File: src/rtl/serial_add_arbiter.sv
// Two-requester round-robin front end over one bit-serial full adder (LSB first).
// Define SERIAL_SUB_EN to add per-requester subtract mode (sub0/sub1 ports).
module fulladder (
  input  logic a,
  input  logic b,
  input  logic ci,
  output logic s,
  output logic co
);
  assign s  = a ^ b ^ ci;
  assign co = (a & b) | (ci & (a ^ b));
endmodule

module serial_add_arbiter #(
  parameter int WIDTH = 8
) (
  input  logic             clk,
  input  logic             rst_n,
  input  logic [1:0]       req,
  input  logic [WIDTH-1:0] a0,
  input  logic [WIDTH-1:0] b0,
  input  logic             cin0,
  input  logic [WIDTH-1:0] a1,
  input  logic [WIDTH-1:0] b1,
  input  logic             cin1,
  output logic [1:0]       ack,
  output logic             busy,
  output logic             done,
  output logic             done_id,
  output logic [WIDTH-1:0] sum,
  output logic             cout
`ifdef SERIAL_SUB_EN
  ,
  input  logic             sub0,
  input  logic             sub1
`endif
);
  localparam int CW = (WIDTH > 1) ? $clog2(WIDTH) : 1;
  localparam logic [CW-1:0] LAST = CW'(WIDTH - 1);

  typedef enum logic [1:0] {IDLE = 2'd0, RUN = 2'd1, DONE = 2'd2} state_t;

  state_t           state_q, state_d;
  logic [WIDTH-1:0] a_q, a_d, b_q, b_d, res_q, res_d, sum_q, sum_d;
  logic [CW-1:0]    cnt_q, cnt_d;
  logic             carry_q, carry_d, owner_q, owner_d, last_q, last_d;
  logic [1:0]       ack_q, ack_d;
  logic             done_q, done_d, done_id_q, done_id_d, cout_q, cout_d;
  logic             grant_s, win_s, b_bit_s, fa_s, fa_co;
`ifdef SERIAL_SUB_EN
  logic             sub_q, sub_d;
`endif

  // Round-robin pick: on contention the requester that did not win last time gets it.
  always_comb begin
    grant_s = (state_q == IDLE) && (req != 2'b00);
    win_s   = 1'b0;
    case (req)
      2'b01:   win_s = 1'b0;
      2'b10:   win_s = 1'b1;
      2'b11:   win_s = ~last_q;
      default: win_s = 1'b0;
    endcase
  end

`ifdef SERIAL_SUB_EN
  assign b_bit_s = b_q[0] ^ sub_q;
`else
  assign b_bit_s = b_q[0];
`endif

  fulladder u_fa (
    .a  (a_q[0]),
    .b  (b_bit_s),
    .ci (carry_q),
    .s  (fa_s),
    .co (fa_co)
  );

  // State register
  always_ff @(posedge clk) begin
    if (!rst_n) begin
      state_q <= IDLE;
    end else begin
      state_q <= state_d;
    end
  end

  // Next-state logic
  always_comb begin
    state_d = state_q;
    case (state_q)
      IDLE: begin
        if (grant_s) begin
          state_d = RUN;
        end else begin
          state_d = IDLE;
        end
      end
      RUN: begin
        if (cnt_q == LAST) begin
          state_d = DONE;
        end else begin
          state_d = RUN;
        end
      end
      DONE:    state_d = IDLE;
      default: state_d = IDLE;
    endcase
  end

  // Datapath and output next values
  always_comb begin
    a_d       = a_q;
    b_d       = b_q;
    res_d     = res_q;
    carry_d   = carry_q;
    cnt_d     = cnt_q;
    owner_d   = owner_q;
    last_d    = last_q;
    ack_d     = 2'b00;
    done_d    = 1'b0;
    done_id_d = done_id_q;
    sum_d     = sum_q;
    cout_d    = cout_q;
`ifdef SERIAL_SUB_EN
    sub_d     = sub_q;
`endif
    case (state_q)
      IDLE: begin
        if (grant_s) begin
          a_d     = win_s ? a1 : a0;
          b_d     = win_s ? b1 : b0;
          carry_d = win_s ? cin1 : cin0;
`ifdef SERIAL_SUB_EN
          sub_d   = win_s ? sub1 : sub0;
          if (win_s ? sub1 : sub0) begin
            carry_d = 1'b1;
          end else begin
            carry_d = win_s ? cin1 : cin0;
          end
`endif
          ack_d   = win_s ? 2'b10 : 2'b01;
          last_d  = win_s;
          owner_d = win_s;
          cnt_d   = '0;
          res_d   = '0;
        end else begin
          ack_d = 2'b00;
        end
      end
      RUN: begin
        a_d     = a_q >> 1;
        b_d     = b_q >> 1;
        res_d   = {fa_s, res_q[WIDTH-1:1]};
        carry_d = fa_co;
        cnt_d   = cnt_q + CW'(1);
        if (cnt_q == LAST) begin
          done_d    = 1'b1;
          done_id_d = owner_q;
          sum_d     = {fa_s, res_q[WIDTH-1:1]};
          cout_d    = fa_co;
        end else begin
          done_d = 1'b0;
        end
      end
      DONE:    done_d = 1'b0;
      default: done_d = 1'b0;
    endcase
  end

  // Datapath and output registers
  always_ff @(posedge clk) begin
    if (!rst_n) begin
      a_q       <= '0;
      b_q       <= '0;
      res_q     <= '0;
      carry_q   <= 1'b0;
      cnt_q     <= '0;
      owner_q   <= 1'b0;
      last_q    <= 1'b1;
      ack_q     <= 2'b00;
      done_q    <= 1'b0;
      done_id_q <= 1'b0;
      sum_q     <= '0;
      cout_q    <= 1'b0;
`ifdef SERIAL_SUB_EN
      sub_q     <= 1'b0;
`endif
    end else begin
      a_q       <= a_d;
      b_q       <= b_d;
      res_q     <= res_d;
      carry_q   <= carry_d;
      cnt_q     <= cnt_d;
      owner_q   <= owner_d;
      last_q    <= last_d;
      ack_q     <= ack_d;
      done_q    <= done_d;
      done_id_q <= done_id_d;
      sum_q     <= sum_d;
      cout_q    <= cout_d;
`ifdef SERIAL_SUB_EN
      sub_q     <= sub_d;
`endif
    end
  end

  assign ack     = ack_q;
  assign busy    = (state_q != IDLE);
  assign done    = done_q;
  assign done_id = done_id_q;
  assign sum     = sum_q;
  assign cout    = cout_q;

endmodule

File: config.mk
export PLATFORM = sky130hd
export DESIGN_NAME = serial_add_arbiter
export DESIGN_NICKNAME = d
export VERILOG_FILES = /design/src/rtl/serial_add_arbiter.sv
export SDC_FILE = /design/constraint.sdc
export NUM_CORES = 1
export LEC_CHECK = 0
export ABC_AREA = 1
export BUFFER_PORTS_ARGS = -buffer_cell sky130_fd_sc_hd__buf_4
export CAP_MARGIN = 5
export CELL_PAD_IN_SITES_DETAIL_PLACEMENT = 2
export CELL_PAD_IN_SITES_GLOBAL_PLACEMENT = 2
export CORE_MARGIN = 4
export CORE_UTILIZATION = 25
export CTS_CLUSTER_SIZE = 28
export DETAILED_ROUTE_END_ITERATION = 6
export HOLD_SLACK_MARGIN = 0.1
export PLACE_DENSITY = 0.78
export SLEW_MARGIN = 5
export SYNTH_ARGS = -nofsm -noshare
export SYNTH_HDL_FRONTEND = slang
export SYNTH_SLANG_ARGS = --single-unit
File: constraint.sdc
create_clock -name clk -period 1 [get_ports clk]
set_input_delay 0.2 -clock clk [delete_from_list [all_inputs] [get_ports clk]]
set_output_delay 0.2 -clock clk [all_outputs]
set_load 0.05 [all_outputs]
After elaboration in Yosys (flattened, before gate mapping)
Index checks and enable logic that the tools add are counted.
{"block": "word_totals", "elab_cells": 54, "register_bits": 45}
{"block": "classes", "add_sub_neg": 1, "n_mux": 19, "n_eq_ne": 5, "reduce_logical": 10, "n_bitwise": 6}
{"op": "8-bit case mux with 2 select lines", "n": 3}
{"op": "8-bit 2-to-1 mux", "n": 5}
{"op": "2-bit AND reduction", "n": 4}
{"op": "3-bit case mux with 2 select lines", "n": 1}
{"op": "2-bit nonzero test", "n": 3}
{"op": "2-bit == test, second input constant", "n": 2}
{"op": "1-bit 2-to-1 mux", "n": 4}
{"op": "2-bit 2-to-1 mux", "n": 2}
{"op": "1-bit case mux with 2 select lines", "n": 2}
{"op": "2-bit case mux with 2 select lines", "n": 1}
{"op": "3-bit by 1-bit adder with 3-bit output, second input constant", "n": 1}
{"op": "3-bit == test, second input constant", "n": 1}
{"op": "3-bit 2-to-1 mux", "n": 1}
{"op": "3-bit AND reduction", "n": 1}
{"op": "1-bit bitwise AND", "n": 2}
{"op": "2-bit by 1-bit == test with 1-bit output, second input constant", "n": 1}
{"op": "2-bit logical NOT", "n": 1}
{"op": "2-bit inequality test, second input constant", "n": 1}
{"op": "1-bit XOR", "n": 2}
{"op": "1-bit logical AND", "n": 1}
{"op": "1-bit inverter", "n": 1}
{"op": "1-bit OR", "n": 1}

Logic depth before layout (Yosys ltp)
{"block": "depth", "word_depth": 5, "mapped_depth": 9}

Modules after synthesis
Synthesis repeated with hierarchy kept, for this count alone.
{"block": "hier_totals", "hier_cells": 318, "hier_area_um2": 2119.5}
{"mod": "serial_add_arbiter", "seq_area_each_um2": 880.8, "cells_per_inst": 317, "n_inst": 1, "area_each_um2": 2099.5}
{"mod": "fulladder", "seq_area_each_um2": 0.0, "cells_per_inst": 1, "n_inst": 1, "area_each_um2": 20.0}

Worst setup path after synthesis
Ideal clock, no wire load.
{"block": "synth_timing", "path_type": "reg-to-reg", "from": "reg state_q[1]", "to": "reg a_q[5]", "setup_time_ps": 65, "path_buffers": 2, "t_required_ps": 935, "period_less_slack_ps": 1438, "path_stages_with_launch": 10, "setup_slack_ps": -438, "arrival_time_ps": 1373, "cell_sequence": "dfxtp_1 inv_1 nand2_1 nor2_4 buf_6 buf_6 nand2_1 nor2_1 nor2_1 nor2_1"}
{"block": "synth_between", "elab_chain_len": 4, "word_cells_on_any_way": 7, "cone_classes": "2 x eq/ne; 1 x mux; 4 x reduce/logical"}
{"item": "start, declared", "line": "43", "source": "state_t state_q, state_d;"}
{"item": "start signal, assigned", "line": "85", "source": "state_q <= state_d;"}
{"item": "2-bit logical NOT", "line": "56, 129"}
{"item": "1-bit logical AND", "line": "56", "source": "grant_s = (state_q == IDLE) && (req != 2'b00);"}
{"item": "2-bit inequality test (no line)"}
{"item": "2-bit AND reduction (no line)"}
{"item": "end signal, assigned", "line": "175", "source": "a_q <= '0;"}
{"item": "end signal, assigned", "line": "191", "source": "a_q <= a_d;"}
{"item": "end, declared", "line": "44", "source": "logic [WIDTH-1:0] a_q, a_d, b_q, b_d, res_q, res_d, sum_q, sum_d;"}
Parallel ways exist; a longest one is shown, timed or not.
A chain may end at the register's enable or synchronous reset.

Worst setup path after layout
{"block": "layout_timing", "from": "reg state_q[0]", "to": "reg res_q[4]"}
{"block": "layout_between", "elab_chain_len": 4, "word_cells_on_any_way": 7, "cone_classes": "2 x eq/ne; 1 x mux; 4 x reduce/logical"}
{"item": "2-bit logical NOT", "line": "56, 129"}
{"item": "1-bit logical AND", "line": "56"}
{"item": "2-bit inequality test (no line)"}
{"item": "2-bit AND reduction (no line)"}
{"item": "end signal, assigned", "line": "193", "source": "res_q <= res_d;"}
{"item": "end, declared", "line": "44"}
Parallel ways exist; a longest one is shown, timed or not.

==> summary.txt <==
Run status
  – Status: complete, but fails checks
  – Failing checks: negative setup slack

STA
  – Period minus WS final: 1.35 ns
  – Final Max Tran Viols: 0
  – Final setup margin: -0.350 ns
  – Slew headroom: 72.6%
  – Final period util: 135%
  – Final Setup Violations: 58
  – Clk_skew: 0.0147 ns
  – RSZ-0062 raised after global routing: yes
  – Fmax: 741 MHz
  – Worst-margin pin slew: 0.410 ns
  – Final Hold Fails: 0

Placed design
  – Placer Congestion: 0.713
  – I/O Buffers: 51
  – Placed cell count: 479
  – DPL Wire Length: 5.36 mm

Power and ir drop
  – Design Power: 4.77 mW
  – Cell Pwr Density: 1270 nW/um^2
  – Leakage: 1.77 nW
  – VDD IR max: 0.000748 V

Synthesis
  – Syn_area_per_cell: 6.67 um^2
  – Area leader, netlist: dfxtp_1
  – Synth top area share: 41.6%
  – Register bit total from synthesis: 44
  – Syn Nets: 359
  – Post-Syn Instances: 318
  – Syn. warnings: 0
  – Top cells by area, synth: dfxtp_1 (42%), nand2_1 (16%), nand3_1 (10%)
  – Register area share after synthesis: 41.6%
  – Distinct cells, synth: 19
  – Netlist Area Pre-Place: 2120 um^2

Clock network
  – CTS Root Cell: clkbuf_8
  – CTS clk-pin slew, worst paths: 0.11 ns
  – TritonCTS clock tree: built
  – TritonCTS Buffers: 5
  – CTS H-tree lvls: 2
  – Clk buf depth: 2
  – # clock sinks: 44
  – CTS Hold Bufs: 0
  – Skew-Pair Late Insertion Delay: 0.31 ns

Global route
  – Grt total ovfl: 0
  – Global-route wire length before repair: 15.1 mm
  – Initial antenna violation count: 0
  – Total track usage: 19.5%
  – Vias in the first global route: 2760
  – Largest net degree at the start of global routing: 33

Worst hold path
  – Type of the most critical hold path: input pin to register
  – Min-delay src: rst_n
  – Hold depth: 2
  – Hold worst-path end: last_q

Drt
  – Vias per cell: 4.98
  – First-pass DRT Iterations: 4
  – Wire length per cell: 21.1 um
  – DRT iter0 DRCs: 129
  – Residual DRC: 0
  – Vias: 2526
  – Antenna-violating nets left: 0
  – Final wirelength: 10.7 mm

Die
  – FP Rows: 33
  – Die X: 100 um
  – Initial core utilization: 25.8%
  – Core area: 8220 um^2
  – Die ar.: 10000 um^2
  – Io pins: 52
  – Die Span Y: 100 um

Setup path
  – Worst flop-to-flop path startpoint: state_q[0]
  – Crit Path Class: register to register
  – CP Capture Type: register
  – CP max FO: 7
  – Reg2Reg Setup Slack: -0.35 ns
  – Register-to-Register Path Depth: 8
  – Worst Setup Start Kind: register
  – Reg2reg end: res_q[4]
  – WP data required: 1.24 ns
  – CP Data Arrival Time: 1.59 ns

Layout
  – Final Non-Filler Cells: 507
  – Area Growth Syn to Fin: 76.9%
  – Ant. Diodes: 0
  – Share of layout cells above drive strength 1: 52.5%
  – Final nets: 442

Run
  – # Max-Cap Violations: 0
[repair_timing]
item | 4_1_cts | 5_1_grt
setup buffers | 11 | 5
hold endpoints to repair | 0 | 0
gates resized for setup | 150 | 42
gates cloned | 3 | 1
pin swaps | 25 | 29
endpoints found under the setup margin | 58 | 58
[stage by stage]
stage / area [um^2] / TNS [ns] / util (%) / hold WS (ns) / setup WS, ns
after floorplan: 2140 / -3.50 / - / 0.338 / -0.132
after global placement: 2780 / -5.92 / 33.9 / 0.447 / -0.218
after detailed placement: 2780 / -8.53 / 33.9 / 0.459 / -0.274
after CTS: 3560 / -7.28 / 43.3 / 0.133 / -0.251
after global routing: 3750 / -13.58 / 45.6 / 0.159 / -0.390
final: 3750 / -10.95 / 45.6 / 0.163 / -0.350
[power by group]
group          switching [mW]  total (mW)  internal, mW
registers              0.0896        1.93          1.84
clock network           0.765        1.52         0.756
logic                   0.745        1.32         0.572
total                    1.60        4.77          3.17
[how the worst max path moves through the flow]
stage	start	end	slack (ns)	cells after the start
global route	state_q[1]	a_q[1]	-0.39	7
floorplan	state_q[0]	a_q[5]	-0.13	9
CTS	state_q[0]	busy	-0.25	4
finish	state_q[0]	res_q[4]	-0.35	8
global placement	state_q[1]	carry_q	-0.22	8
detailed placement	cnt_q[0]	sum[4]	-0.27	6
[kinds of logic after synthesis]
logic type,synth area share [%]
flops,41.6
simple gates,38.3
buf+inv,10.3
compound gates,7.67
fa+ha+maj,2.12
[state kept, by name, indices dropped and copies added (netlist names), 2 cells and up]
register  cells
state_q       2
cnt_q         3
b_q           8
sum           8
res_q         7
ack           2
a_q           8
[Yosys cell counts]
| cell type | count |
|---|---|
| nand2_2 | 3 |
| a21oi_1 | 30 |
| inv_1 | 25 |
| buf_4 | 4 |
| fa_1 | 1 |
| nand3b_1 | 2 |
| nand3_1 | 44 |
| ha_1 | 2 |
| nor3_1 | 2 |
| dfxtp_1 | 44 |
| nor2_1 | 48 |
| nand2_1 | 92 |
| buf_6 | 3 |
| o21ai_0 | 1 |
| clkbuf_1 | 5 |
| inv_2 | 2 |
| o21a_1 | 1 |
| buf_2 | 7 |
| nor2_4 | 2 |
[layer usage]
metal  GRT usage, %  vias to the layer above  share of wire (%)
li1               -                     1165                  -
met1           22.5                     1279                 39
met2           35.0                       62                 55
met3           3.61                       20                3.0
met4           8.60                        0                2.9
met5              0                        -                  0
[layout by cell type, fill, tap and decap left out, drive strengths merged]
cell type	count
a21oi	30
buf	93
bufinv	1
clkbuf	5
clkinvlp	2
dfxtp	44
fa	1
ha	2
inv	28
nand2	96
nand3	44
nand3b	2
nor2	50
nor3	2
o21a	1
o21ai	1
[worst max-delay path: stages (launching register included)]
cell and delay, ns:
dfxtp_2 0.38, inv_2 0.07, nand2_8 0.06, nor2_4 0.06
buf_6 0.13, nor2_4 0.14, buf_8 0.19, nand2_4 0.07
a21oi_2 0.18
[layout make-up]
cell class / count / area [um^2]
fillers: 861 / 4470
clock buffers: 5 / 68.8
flip-flops and latches: 44 / 916
clock inverters: 3 / 46.3
inverters: 27 / 119
multi-input cells: 229 / 1490
well taps: 105 / 131
repair buffers: 93 / 976
repair inverters: 1 / 7.51
(Power assumes the default switching activity.)
